**src/rtl/wb_stage_reg_if.sv**
```systemverilog
// MEM-to-writeback bundle: MEM-stage inputs and register-file write outputs of wb_stage_reg.
// master drives the MEM-side fields, slave is the stage register itself.
interface wb_stage_reg_if #(
    parameter int NB_REG  = 32,
    parameter int NB_ADDR = 5,
    parameter int NB_CNT  = 32
);
    logic                i_stall;
    logic                i_flush;
    logic                i_valid;
    logic [NB_REG-1:0]   i_alu_result;
    logic [NB_REG-1:0]   i_data_from_mem;
    logic [NB_REG-1:0]   i_pcplus8;
    logic [NB_REG-1:0]   i_imm_data;
    logic [1:0]          i_wb_sel;
    logic [1:0]          i_load_size;
    logic                i_load_unsigned;
    logic [1:0]          i_byte_offset;
    logic                i_reg_write;
    logic [NB_ADDR-1:0]  i_rd_addr;
    logic                o_valid;
    logic                o_reg_write;
    logic [NB_ADDR-1:0]  o_rd_addr;
    logic [NB_REG-1:0]   o_data_to_reg;
    logic [NB_CNT-1:0]   o_retired_count;

    modport master (
        output i_stall, i_flush, i_valid, i_alu_result, i_data_from_mem, i_pcplus8,
               i_imm_data, i_wb_sel, i_load_size, i_load_unsigned, i_byte_offset,
               i_reg_write, i_rd_addr,
        input  o_valid, o_reg_write, o_rd_addr, o_data_to_reg, o_retired_count
    );

    modport slave (
        input  i_stall, i_flush, i_valid, i_alu_result, i_data_from_mem, i_pcplus8,
               i_imm_data, i_wb_sel, i_load_size, i_load_unsigned, i_byte_offset,
               i_reg_write, i_rd_addr,
        output o_valid, o_reg_write, o_rd_addr, o_data_to_reg, o_retired_count
    );
endinterface

```
**src/rtl/wb_stage_reg.sv**
```systemverilog
// MEM/WB register with result select and retire counter; WB_LOAD_EXT_EN adds load lane alignment/extension.
// Latency 1 cycle; i_stall holds every output, i_flush inserts a bubble (no ready backpressure).
module wb_stage_reg #(
    parameter int NB_REG  = 32,
    parameter int NB_ADDR = 5,
    parameter int NB_CNT  = 32
) (
    input  logic           i_clk,
    input  logic           i_rst,
    wb_stage_reg_if.slave  wb
);
    logic [NB_REG-1:0]  load_val;
    logic [NB_REG-1:0]  data_next;
    logic               we_next;

    logic               valid_q;
    logic               we_q;
    logic [NB_ADDR-1:0] rd_q;
    logic [NB_REG-1:0]  data_q;
    logic [NB_CNT-1:0]  cnt_q;

`ifdef WB_LOAD_EXT_EN
    logic [31:0]       word;
    logic [7:0]        lane8;
    logic [15:0]       lane16;
    logic [NB_REG-1:0] fill;

    // Fill pattern is shifted above the lane so one path covers byte, half and word.
    always_comb begin
        word   = wb.i_data_from_mem[31:0];
        lane8  = word[7:0];
        case (wb.i_byte_offset)
            2'd1:    lane8 = word[15:8];
            2'd2:    lane8 = word[23:16];
            2'd3:    lane8 = word[31:24];
            default: lane8 = word[7:0];
        endcase
        lane16 = wb.i_byte_offset[1] ? word[31:16] : word[15:0];
        case (wb.i_load_size)
            2'b00: begin
                fill     = {NB_REG{~wb.i_load_unsigned & lane8[7]}};
                load_val = (fill << 8) | NB_REG'(lane8);
            end
            2'b01: begin
                fill     = {NB_REG{~wb.i_load_unsigned & lane16[15]}};
                load_val = (fill << 16) | NB_REG'(lane16);
            end
            default: begin
                fill     = {NB_REG{~wb.i_load_unsigned & word[31]}};
                load_val = (fill << 32) | NB_REG'(word);
            end
        endcase
    end
`else
    logic unused_load_ctl;
    assign unused_load_ctl = ^{wb.i_load_size, wb.i_load_unsigned, wb.i_byte_offset};
    assign load_val        = wb.i_data_from_mem;
`endif

    always_comb begin
        data_next = wb.i_alu_result;
        case (wb.i_wb_sel)
            2'b01:   data_next = load_val;
            2'b10:   data_next = wb.i_pcplus8;
            2'b11:   data_next = wb.i_imm_data;
            default: data_next = wb.i_alu_result;
        endcase
        we_next = wb.i_valid & wb.i_reg_write & (wb.i_rd_addr != '0);
    end

    always_ff @(posedge i_clk) begin
        if (i_rst) begin
            valid_q <= 1'b0;
            we_q    <= 1'b0;
            rd_q    <= '0;
            data_q  <= '0;
            cnt_q   <= '0;
        end else if (wb.i_flush) begin
            valid_q <= 1'b0;
            we_q    <= 1'b0;
            rd_q    <= '0;
            data_q  <= '0;
        end else if (!wb.i_stall) begin
            valid_q <= wb.i_valid;
            we_q    <= we_next;
            rd_q    <= wb.i_rd_addr;
            data_q  <= data_next;
            if (wb.i_valid)
                cnt_q <= cnt_q + NB_CNT'(1);
        end
    end

    assign wb.o_valid         = valid_q;
    assign wb.o_reg_write     = we_q;
    assign wb.o_rd_addr       = rd_q;
    assign wb.o_data_to_reg   = data_q;
    assign wb.o_retired_count = cnt_q;
endmodule

```
**src/flat_wrapper.sv**
```systemverilog
// flat-port wrapper written by rule: the top's interface ports become plain ports
module wb_stage_reg_flat 
#(
    parameter int NB_REG  = 32,
    parameter int NB_ADDR = 5,
    parameter int NB_CNT  = 32
)
  (i_clk, i_rst, wb_i_stall, wb_i_flush, wb_i_valid, wb_i_alu_result, wb_i_data_from_mem, wb_i_pcplus8, wb_i_imm_data, wb_i_wb_sel, wb_i_load_size, wb_i_load_unsigned, wb_i_byte_offset, wb_i_reg_write, wb_i_rd_addr, wb_o_valid, wb_o_reg_write, wb_o_rd_addr, wb_o_data_to_reg, wb_o_retired_count);
  wb_stage_reg_if #(.NB_REG(NB_REG), .NB_ADDR(NB_ADDR), .NB_CNT(NB_CNT)) wb_i ();
  input  logic i_clk;
  input  logic i_rst;
  input wire logic [$bits(wb_i.i_stall)-1:0] wb_i_stall;
  input wire logic [$bits(wb_i.i_flush)-1:0] wb_i_flush;
  input wire logic [$bits(wb_i.i_valid)-1:0] wb_i_valid;
  input wire logic [$bits(wb_i.i_alu_result)-1:0] wb_i_alu_result;
  input wire logic [$bits(wb_i.i_data_from_mem)-1:0] wb_i_data_from_mem;
  input wire logic [$bits(wb_i.i_pcplus8)-1:0] wb_i_pcplus8;
  input wire logic [$bits(wb_i.i_imm_data)-1:0] wb_i_imm_data;
  input wire logic [$bits(wb_i.i_wb_sel)-1:0] wb_i_wb_sel;
  input wire logic [$bits(wb_i.i_load_size)-1:0] wb_i_load_size;
  input wire logic [$bits(wb_i.i_load_unsigned)-1:0] wb_i_load_unsigned;
  input wire logic [$bits(wb_i.i_byte_offset)-1:0] wb_i_byte_offset;
  input wire logic [$bits(wb_i.i_reg_write)-1:0] wb_i_reg_write;
  input wire logic [$bits(wb_i.i_rd_addr)-1:0] wb_i_rd_addr;
  output wire logic [$bits(wb_i.o_valid)-1:0] wb_o_valid;
  output wire logic [$bits(wb_i.o_reg_write)-1:0] wb_o_reg_write;
  output wire logic [$bits(wb_i.o_rd_addr)-1:0] wb_o_rd_addr;
  output wire logic [$bits(wb_i.o_data_to_reg)-1:0] wb_o_data_to_reg;
  output wire logic [$bits(wb_i.o_retired_count)-1:0] wb_o_retired_count;
  assign wb_i.i_stall = wb_i_stall;
  assign wb_i.i_flush = wb_i_flush;
  assign wb_i.i_valid = wb_i_valid;
  assign wb_i.i_alu_result = wb_i_alu_result;
  assign wb_i.i_data_from_mem = wb_i_data_from_mem;
  assign wb_i.i_pcplus8 = wb_i_pcplus8;
  assign wb_i.i_imm_data = wb_i_imm_data;
  assign wb_i.i_wb_sel = wb_i_wb_sel;
  assign wb_i.i_load_size = wb_i_load_size;
  assign wb_i.i_load_unsigned = wb_i_load_unsigned;
  assign wb_i.i_byte_offset = wb_i_byte_offset;
  assign wb_i.i_reg_write = wb_i_reg_write;
  assign wb_i.i_rd_addr = wb_i_rd_addr;
  assign wb_o_valid = wb_i.o_valid;
  assign wb_o_reg_write = wb_i.o_reg_write;
  assign wb_o_rd_addr = wb_i.o_rd_addr;
  assign wb_o_data_to_reg = wb_i.o_data_to_reg;
  assign wb_o_retired_count = wb_i.o_retired_count;
  wb_stage_reg #(.NB_REG(NB_REG), .NB_ADDR(NB_ADDR), .NB_CNT(NB_CNT)) u_core (.i_clk(i_clk), .i_rst(i_rst), .wb(wb_i));
endmodule
```
**config.mk**
```make
export PLATFORM = sky130hd
export DESIGN_NAME = wb_stage_reg_flat
export DESIGN_NICKNAME = d
export VERILOG_FILES = /design/src/rtl/wb_stage_reg_if.sv /design/src/rtl/wb_stage_reg.sv /design/src/flat_wrapper.sv
export SDC_FILE = /design/constraint.sdc
export NUM_CORES = 1
export LEC_CHECK = 0
export BUFFER_PORTS_ARGS = -buffer_cell sky130_fd_sc_hd__buf_2
export CORE_UTILIZATION = 40
export CTS_CLUSTER_DIAMETER = 40
export DETAILED_ROUTE_END_ITERATION = 6
export PLACE_DENSITY_LB_ADDON = 0.15
export SETUP_SLACK_MARGIN = 0.3
export SLEW_MARGIN = 0
export SYNTH_ARGS = -nofsm -noshare
export SYNTH_HDL_FRONTEND = slang
export SYNTH_SLANG_ARGS = --single-unit
```
**constraint.sdc**
```tcl
create_clock -name i_clk -period 1.9 [get_ports i_clk]
set_clock_uncertainty 0.1 [all_clocks]
set_input_delay 0.38 -clock i_clk [delete_from_list [all_inputs] [get_ports i_clk]]
set_output_delay 0.38 -clock i_clk [all_outputs]
set_load 0.01 [all_outputs]
```
==> metrics <==
status finished, violations left; failing checks DRC; FP Rows 34; R2R Path Start u_core.wb.o_retired_count[4]$_SDFFE_PP0P_; commonest non-fill, non-tap cell in the layout buf_2; Critical Path End Type flip-flop; Max clock buf depth 2; Ports 217; Relative slew margins 50.8%; Slowest cell on crit path dfxtp_4; worst hold start wb_i_rd_addr[4]; first-pass GRT wire length 16700 um; # hold bufs at CTS 0; Slew Limit Fails 0; first drt pass iteration count 6; Synth Area per Inst 10.6 um2; Antenna diodes 0; vias in the first global route 3640; nets 727; WHS 0.190 ns; Worst EP arrival 1.95 ns; crit-path cells and4_4 > nand4_1 > buf_6 > nor4_4 > mux2_4; top cell type by total area after synthesis dfxtp_1; Worst-Skew Late Latency 0.34 ns; fmax 0.547 GHz; Synth Net Count 496; CTS tree yes; min cycle time layout 1.83 ns; share of cells above drive strength 1 58.8%; Initial Utilization 41.9%; routed length per placed instance 15.3 um; CP startpoint u_core.wb.o_retired_count[4]$_SDFFE_PP0P_; most frequent cells in the layout buf_2, nor2_1, dfxtp_1; largest net degree at the start of global routing 41; 1st-iter DRT viols 93; worst hold-check path type input port to flip-flop; CTS HTree Levels 3; Final ANT Viol Nets 0; Die ar. 9660 um2; hpwl dp 7770 um; routed vias/inst 5.28; total wire length 10600 um; I/O Buffers 211; Ys Warns 0; Core Box Area 8850 um2; global-route total usage across every layer 21.8%; DRC viols 6; final setup vio count 0; area grow syn2layout 49.4%; GPL Wtd Cong 0.823; max cap viols 0; Tcrit/Tclk final 96.2%; Horiz. Die Dim 98.3 um; CTS Sinks 71; startpoint type of the worst setup path flip-flop; Critical Path Fanout Max 6; critical path class flip-flop to flip-flop; Worst Max-Slew Pin Slew 0.739 ns; Via Count 3662; Worst EP required 2.02 ns; sequential area share after synthesis 38.3%; hold violation count in the final report 0; setup_tns 0 ns; cell area power density 603 nW/um2; clock transition at the registers of the reported paths 0.08 ns; synth unique cells 32; Total Power 0.00334 W; maximum vdd drop 0.361 mV; worst stage delay on the critical path 0.38 ns; CTS buffer count 9; FF+latch count, synth 71; RSZ-0062 raised after global routing yes; dpl ws -0.00913 ns; synthesized area 3710 um2; Die Span Y 98.3 um; Root Buffer clkbuf_8; Syn Inst Count 349; initial antenna violation count 0; top cells by area, synth dfxtp_1, mux4_2, mux2i_1; Final WS setup 0.0727 ns; fin util 62.6%; top-area cell type share of the netlist area 38.3%; gr ovfl total 0; Worst R2R Setup Slack 0.07 ns; Leak 2.67 nW
==> synth_stat cells <==
cell / count
a21oi_1: 16
and2_1: 1
and3_1: 7
and4_1: 2
and4_4: 1
buf_1: 5
buf_2: 6
buf_6: 4
clkbuf_1: 12
dfxtp_1: 71
ha_1: 1
inv_1: 3
mux2_2: 7
mux2i_1: 38
mux4_2: 32
nand2_1: 12
nand2_4: 1
nand3_1: 9
nand4_1: 7
nand4_2: 1
nor2_1: 56
nor2b_1: 8
nor3b_4: 1
nor4_1: 7
o211ai_1: 1
o21ai_0: 4
o31ai_1: 10
or2_2: 1
or3_1: 4
or4_1: 11
xnor2_1: 3
xor2_1: 7
==> repair_timing <==
item                                    in CTS  in global routing
pin swaps                                   11                  7
buffers inserted                            11                  6
endpoints found under the setup margin      21                 21
cloned                                       1                  1
gates resized for setup                     34                 13
==> layout make-up <==
| cell class | count | area, um2 |
|---|---|---|
| sequential | 71 | 1460 |
| inverter | 3 | 11.3 |
| fill | 777 | 3310 |
| clock inverter | 7 | 87.6 |
| tap | 108 | 135 |
| timing repair buffer | 247 | 1390 |
| multi-input combinational | 248 | 2330 |
| clock buffer | 9 | 124 |
==> worst paths after layout <==
| check | end | cells past startpoint |
|---|---|---|
| max | u_core.wb.o_retired_count[20]$_SDFFE_PP0P_ | 5 |
| min | u_core.wb.o_rd_addr[4]$_SDFFE_PP0N_ | 3 |
| max reg2reg | u_core.wb.o_retired_count[20]$_SDFFE_PP0P_ | 5 |
| min reg2reg | u_core.wb.o_reg_write$_SDFFE_PP0N_ | 2 |
==> metrics by stage <==
step / area (um2) / cells
after detailed placement: 4960 / 658
after global placement: 4960 / 658
after floorplan: 3810 / 349
after CTS: 5440 / 686
after global routing: 5540 / 693
final: 5540 / 693
==> metal layers <==
metal / global-route usage (%) / vias up / part of all wire [%]
li1: - / 1757 / -
met1: 23.2 / 1747 / 38
met2: 41.3 / 132 / 54
met3: 4.51 / 26 / 4.8
met4: 9.53 / 0 / 2.5
met5: 0 / - / 0
==> report_power, final <==
part | internal, W | switching, W
clock | 0.000730 | 0.000573
sequential | 0.00151 | 0.0000170
combinational | 0.000297 | 0.000208
total | 0.00254 | 0.000797
==> worst max-delay path, delay by kind of cell (launching register included) <==
kind | cells | cell delay [ns]
buffers and inverters | 1 | 0.21
flip-flops | 1 | 0.38
multiplexers | 1 | 0.33
AND/OR/NAND/NOR | 3 | 0.70
==> cell families (layout without fill, tap and decap cells) <==
logic type,count (synthesis),count (layout),synth area share (%)
mux,77,77,31.8
fa+ha+maj,1,1,0.337
buf+inv,30,266,4.05
flops,71,71,38.3
simple gates,129,129,18.2
compound gates,31,31,4.93
xor+xnor,10,10,2.36
No activity file was read; power rests on OpenSTA's default activity.
